==> config.mk <==
export PLATFORM = sky130hd
export DESIGN_NAME = full_adder_unit
export DESIGN_NICKNAME = d
export VERILOG_FILES = /design/src/rtl/full_adder_unit.sv
export SDC_FILE = /design/constraint.sdc
export NUM_CORES = 1
export LEC_CHECK = 0
export BUFFER_PORTS_ARGS = -buffer_cell sky130_fd_sc_hd__buf_2
export CORE_AREA = 2 2 39 41
export CTS_CLUSTER_DIAMETER = 200
export CTS_CLUSTER_SIZE = 12
export DETAILED_ROUTE_END_ITERATION = 8
export DIE_AREA = 0 0 41 43
export MAX_ROUTING_LAYER = met4
export PLACE_DENSITY_LB_ADDON = 0.08
export SYNTH_ARGS = -nofsm -noshare
export SYNTH_HDL_FRONTEND = slang
export SYNTH_SLANG_ARGS = --single-unit
==> constraint.sdc <==
create_clock -name clk -period 3.4 [get_ports clk]
set_clock_uncertainty 0.15 [all_clocks]
set_input_delay 0.51 -clock clk [delete_from_list [all_inputs] [get_ports clk]]
set_output_delay 0.51 -clock clk [all_outputs]
set_load 0.01 [all_outputs]
==> src/rtl/full_adder_unit.sv <==
// Registered ripple-carry adder: a chain of full-adder cells feeding one output register stage.
// Sum/Cout/Ovf only load when a valid operation is accepted, and otherwise hold their value.

module fa_cell (
  input  logic a,
  input  logic b,
  input  logic ci,
  output logic s,
  output logic co
);
  assign s  = a ^ b ^ ci;
  assign co = (a & b) | (ci & (a ^ b));
endmodule

module full_adder_unit #(
  parameter int WIDTH = 1
) (
  input  logic             clk,
  input  logic             rst,
  input  logic             in_valid,
  input  logic [WIDTH-1:0] A,
  input  logic [WIDTH-1:0] B,
  input  logic             Cin,
  output logic [WIDTH-1:0] Sum,
  output logic             Cout,
  output logic             Ovf,
  output logic             out_valid
);
  localparam int MSB = WIDTH - 1;

  logic [WIDTH:0]   carry;
  logic [WIDTH-1:0] sum_c;
  logic             ovf_c;

  assign carry[0] = Cin;

  fa_cell u_cell [WIDTH-1:0] (
    .a  (A),
    .b  (B),
    .ci (carry[WIDTH-1:0]),
    .s  (sum_c),
    .co (carry[WIDTH:1])
  );

  // Signed overflow: like-signed operands whose sum flips sign.
  assign ovf_c = (A[MSB] == B[MSB]) && (sum_c[MSB] != A[MSB]);

  always_ff @(posedge clk) begin
    if (rst) begin
      Sum       <= '0;
      Cout      <= 1'b0;
      Ovf       <= 1'b0;
      out_valid <= 1'b0;
    end else begin
      out_valid <= in_valid;
      if (in_valid) begin
        Sum  <= sum_c;
        Cout <= carry[WIDTH];
        Ovf  <= ovf_c;
      end
    end
  end
endmodule

==> report_table.html <==
<table>
<tr><th>Metric</th><th>Value</th></tr>
<tr><th colspan="2">Status</th></tr>
<tr><td>Run status</td><td>completed</td></tr>
<tr><th colspan="2">Job</th></tr>
<tr><td>Maximum capacitance violations</td><td>0</td></tr>
<tr><th colspan="2">Floorplanning</th></tr>
<tr><td>Starting utilization of the core area</td><td>between 10% and 20%</td></tr>
<tr><td>Core area</td><td>approximately 1400 µm²</td></tr>
<tr><td>DIE AREA</td><td>about 1800 µm²</td></tr>
<tr><td>Top-level I/O count</td><td>10</td></tr>
<tr><td>Floorplan die width</td><td>about 40 µm</td></tr>
<tr><td>Die Ht</td><td>roughly 43 µm</td></tr>
<tr><td>Std-Cell Rows</td><td>14</td></tr>
<tr><th colspan="2">CTS</th></tr>
<tr><td>CTS Root Cell</td><td>sky130_fd_sc_hd__clkbuf_4</td></tr>
<tr><td>Clock transition time at the flip-flop clock pins of the worst setup and hold paths</td><td>~40 ps</td></tr>
<tr><td>CTS tree</td><td>yes</td></tr>
<tr><td>Postcts setup bufs</td><td>0</td></tr>
<tr><td>Total number of H-tree levels</td><td>1</td></tr>
<tr><td>Longest Clk Path Bufs</td><td>2</td></tr>
<tr><td>TritonCTS sink count</td><td>4</td></tr>
<tr><td>Number of hold-repair buffers added at the cts stage</td><td>0</td></tr>
<tr><td>Number of CTS-inserted buffers</td><td>3</td></tr>
<tr><td>Later-pin clock latency in the skew report</td><td>approximately 230 ps</td></tr>
<tr><td>Count of instances resized after the clock tree is built</td><td>0</td></tr>
<tr><th colspan="2">Synthesis</th></tr>
<tr><td>Register bit count reported by yosys</td><td>4</td></tr>
<tr><td>Cell area after synthesis</td><td>roughly 180 µm²</td></tr>
<tr><td>Net count after synthesis</td><td>23</td></tr>
<tr><td>Distinct cell type count after synthesis</td><td>10</td></tr>
<tr><td>Proportion of synthesized chip area in sequential cells</td><td>43.84%</td></tr>
<tr><td>Count of mapped cells out of synthesis</td><td>15</td></tr>
<tr><td>Post-synthesis average cell area</td><td>12.18 µm²</td></tr>
<tr><td>Total number of yosys warnings</td><td>0</td></tr>
<tr><td>Largest area contributor in the netlist</td><td>sky130_fd_sc_hd__dfxtp_1</td></tr>
<tr><td>Dominant cells by area after synthesis</td><td>sky130_fd_sc_hd__dfxtp_1 (44%), sky130_fd_sc_hd__fa_1 (11%), sky130_fd_sc_hd__mux2i_1 (11%)</td></tr>
<tr><td>Fraction of synthesized cell area taken by the top area cell type</td><td>a little over two fifths</td></tr>
<tr><th colspan="2">Drt</th></tr>
<tr><td>DRC violation total after the first TritonRoute iteration</td><td>0</td></tr>
<tr><td>Vias per cell</td><td>~3.6</td></tr>
<tr><td>Routed wire length</td><td>378 µm</td></tr>
<tr><td>Antenna-violating nets left</td><td>0</td></tr>
<tr><td>Number of DRC violations after detailed routing</td><td>0</td></tr>
<tr><td>Via total after detailed routing</td><td>roughly 160</td></tr>
<tr><td>First-pass iteration count of the detailed router</td><td>1</td></tr>
<tr><td>WL/cell</td><td>approximately 8.8 µm</td></tr>
<tr><th colspan="2">Pwr</th></tr>
<tr><td>Portion of total power attributed to combinational logic</td><td>between 15 and 20%</td></tr>
<tr><td>NetSw</td><td>about 0.000032 W</td></tr>
<tr><td>Power share of the sequential group</td><td>39.1%</td></tr>
<tr><td>Leakage component of the power</td><td>approximately 0.14 nW</td></tr>
<tr><td>Total power divided by cell area</td><td>about 490 nW/µm²</td></tr>
<tr><td>Clock network fraction of design power</td><td>44.5%</td></tr>
<tr><td>Net switching share of the total power</td><td>23.82%</td></tr>
<tr><td>Cell internal pwr</td><td>between 0.0001 and 0.00015 W</td></tr>
<tr><td>Peak supply drop</td><td>around 0.00026 V</td></tr>
<tr><th colspan="2">Critical path</th></tr>
<tr><td>Critical path buffer and inverter count</td><td>1</td></tr>
<tr><td>Worst flop-to-flop path startpoint</td><td>Ovf$_SDFFE_PP0P_</td></tr>
<tr><td>Reg-to-reg endpoint</td><td>Ovf$_SDFFE_PP0P_</td></tr>
<tr><td>Capturing element type of the critical path</td><td>flip-flop</td></tr>
<tr><td>Critical Path Source Type</td><td>primary input</td></tr>
<tr><td>Largest fanout of any net on the critical path</td><td>3</td></tr>
<tr><td>Worst-case register-to-register setup slack</td><td>roughly 2600 ps</td></tr>
<tr><td>Cell depth of the worst flop-to-flop path</td><td>2</td></tr>
<tr><td>Critical-path top delay cell</td><td>sky130_fd_sc_hd__fa_1</td></tr>
<tr><td>Worst Path Required</td><td>between 3000 and 4000 ps</td></tr>
<tr><td>Crit-path leading delay family</td><td>adder cells</td></tr>
<tr><td>Crit path depth</td><td>4</td></tr>
<tr><td>Slowest stage delay, CP</td><td>between 500 and 600 ps</td></tr>
<tr><td>CP arrival</td><td>around 1500 ps</td></tr>
<tr><td>Category of the critical setup timing path</td><td>in2reg</td></tr>
<tr><td>Beginning of the critical path</td><td>A</td></tr>
<tr><td>Cell-by-cell listing of the critical path</td><td>buf_2, fa_1, xor2_1, a31o_1</td></tr>
<tr><td>Worst setup path endpoint</td><td>Ovf$_SDFFE_PP0P_</td></tr>
<tr><th colspan="2">STA</th></tr>
<tr><td>Worst Hold Slack</td><td>about 340 ps</td></tr>
<tr><td>Timing-limited maximum frequency</td><td>642.8 MHz</td></tr>
<tr><td>Total negative slack for setup checks</td><td>0 ps</td></tr>
<tr><td>Max-slew violation count</td><td>0</td></tr>
<tr><td>Number of endpoints with negative hold slack in the final report</td><td>0</td></tr>
<tr><td>Worst Slack Setup Final</td><td>roughly 1800 ps</td></tr>
<tr><td>Worst slew margin relative to its limit</td><td>around 92%</td></tr>
<tr><td>Clock period minus final worst setup slack</td><td>approximately 1600 ps</td></tr>
<tr><td>Total setup violations reported at the end of the flow</td><td>0</td></tr>
<tr><td>Tightest Pin Transition</td><td>about 120 ps</td></tr>
<tr><td>RSZ-0062 raised after global routing</td><td>no</td></tr>
<tr><td>Final cycle utilization of the critical path</td><td>45.76%</td></tr>
<tr><th colspan="2">Final layout</th></tr>
<tr><td>Layout overhead on the synthesized area</td><td>47.95%</td></tr>
<tr><td>Number of antenna cells inserted</td><td>0</td></tr>
<tr><td>Most frequent cells in the layout</td><td>sky130_fd_sc_hd__buf_2 (9), sky130_fd_sc_hd__dfxtp_1 (4), sky130_fd_sc_hd__clkbuf_4 (3)</td></tr>
<tr><td>FF+latch area</td><td>between 80 and 90 µm²</td></tr>
<tr><td>Finished layout cell area</td><td>roughly 270 µm²</td></tr>
<tr><td>Proportion of layout cells with a drive suffix above 1</td><td>48.15%</td></tr>
<tr><td>Most common cell after layout, fill and taps aside</td><td>sky130_fd_sc_hd__buf_2</td></tr>
<tr><td>Number of fill cells</td><td>around 160</td></tr>
<tr><td>Multi-input gate area in the final layout</td><td>slightly below 100 µm²</td></tr>
<tr><td>Total Nets Final</td><td>37</td></tr>
<tr><td>Final Instance Count excl. Fillers</td><td>43</td></tr>
<tr><th colspan="2">Global route</th></tr>
<tr><td>Global route total overflow</td><td>0</td></tr>
<tr><td>Initial antenna violation count</td><td>0</td></tr>
<tr><td>Vias in the first global route</td><td>between 150 and 200</td></tr>
<tr><td>Pin count of the biggest net entering global routing</td><td>5</td></tr>
<tr><td>First-pass GRT wire length</td><td>655 µm</td></tr>
<tr><td>Tot GR Track Use</td><td>about 6.7%</td></tr>
<tr><th colspan="2">Place</th></tr>
<tr><td>Post-Place Cells</td><td>40</td></tr>
<tr><td>Number of input and output port buffers inserted</td><td>9</td></tr>
<tr><td>Worst setup slack after placement</td><td>approximately 1600 ps</td></tr>
<tr><td>Placed instance area</td><td>around 250 µm²</td></tr>
<tr><td>Final Wtd Congestion</td><td>0.6047</td></tr>
<tr><th colspan="2">Worst hold path</th></tr>
<tr><td>Classification of the worst-slack hold path</td><td>reg2reg</td></tr>
</table>
## kinds of logic after synthesis
logic type,share of synthesized area [%]
buf+inv,2.053
flops,43.84
xor+xnor,4.795
fa+ha+maj,17.81
simple gates,15.75
mux,10.96
compound gates,4.795
## routing by layer
metal	track usage (%)	wire length, µm	share of wire (%)
met5	-	0	0
met4	2.000	2	0.53
met3	9.424	76	20
met2	8.438	168	44
met1	5.466	130	34
## flip-flops by register name, indices dropped and copies added (netlist names)
| signal | flops |
|---|---|
| Cout | 1 |
| Ovf | 1 |
| Sum | 1 |
| out_valid | 1 |
## cell usage after synthesis (all sizes together)
| cell | instances |
|---|---|
| fa | 1 |
| inv | 1 |
| nor2b | 1 |
| nor2 | 2 |
| ha | 1 |
| dfxtp | 4 |
| mux2i | 2 |
| nor3b | 1 |
| a31o | 1 |
| xor2 | 1 |
## worst min path at each step
stage	start	endpoint	slack, ps	cells after the start
after global routing	rst	out_valid$_SDFF_PP0_	360	2
after CTS	Sum$_SDFFE_PP0P_	Sum$_SDFFE_PP0P_	340	2
after detailed placement	Cout$_SDFFE_PP0P_	Cout$_SDFFE_PP0P_	330	2
final	Sum$_SDFFE_PP0P_	Sum$_SDFFE_PP0P_	340	2
after global placement	Sum$_SDFFE_PP0P_	Sum$_SDFFE_PP0P_	330	2
after floorplan	Cout$_SDFFE_PP0P_	Cout$_SDFFE_PP0P_	380	2
## layout make-up
class                           count  share of cell area (%)
Multi-Input combinational cell     10                   36.57
Sequential cell                     4                   29.63
Timing Repair Buffer                9                   16.67
Clock buffer                        3                   8.333
Tap cell                           16                   7.407
Inverter                            1                   1.389
## worst reg2reg max path, stage by stage, from the launching register on
cell and delay, ps:
sky130_fd_sc_hd__dfxtp_1 290, sky130_fd_sc_hd__nor3b_1 120, sky130_fd_sc_hd__a31o_1 170
## power groups by stage
stage	logic, W	clock network (W)	registers, W
floorplan	0.00000956	0	0.0000544
global placement	0.0000224	0	0.0000524
detailed placement	0.0000224	0	0.0000525
CTS	0.0000226	0.0000626	0.0000518
global route	0.0000251	0.0000679	0.0000522
finish	0.0000218	0.0000590	0.0000518
## stage by stage
stage / util (%) / power, W
after floorplan: - / 0.00006400
after global placement: 17.90 / 0.00007482
after detailed placement: 17.90 / 0.00007498
after CTS: 19.53 / 0.0001369
after global routing: 19.53 / 0.0001451
final: 19.53 / 0.0001326
Power figures use the tool's default switching activity.
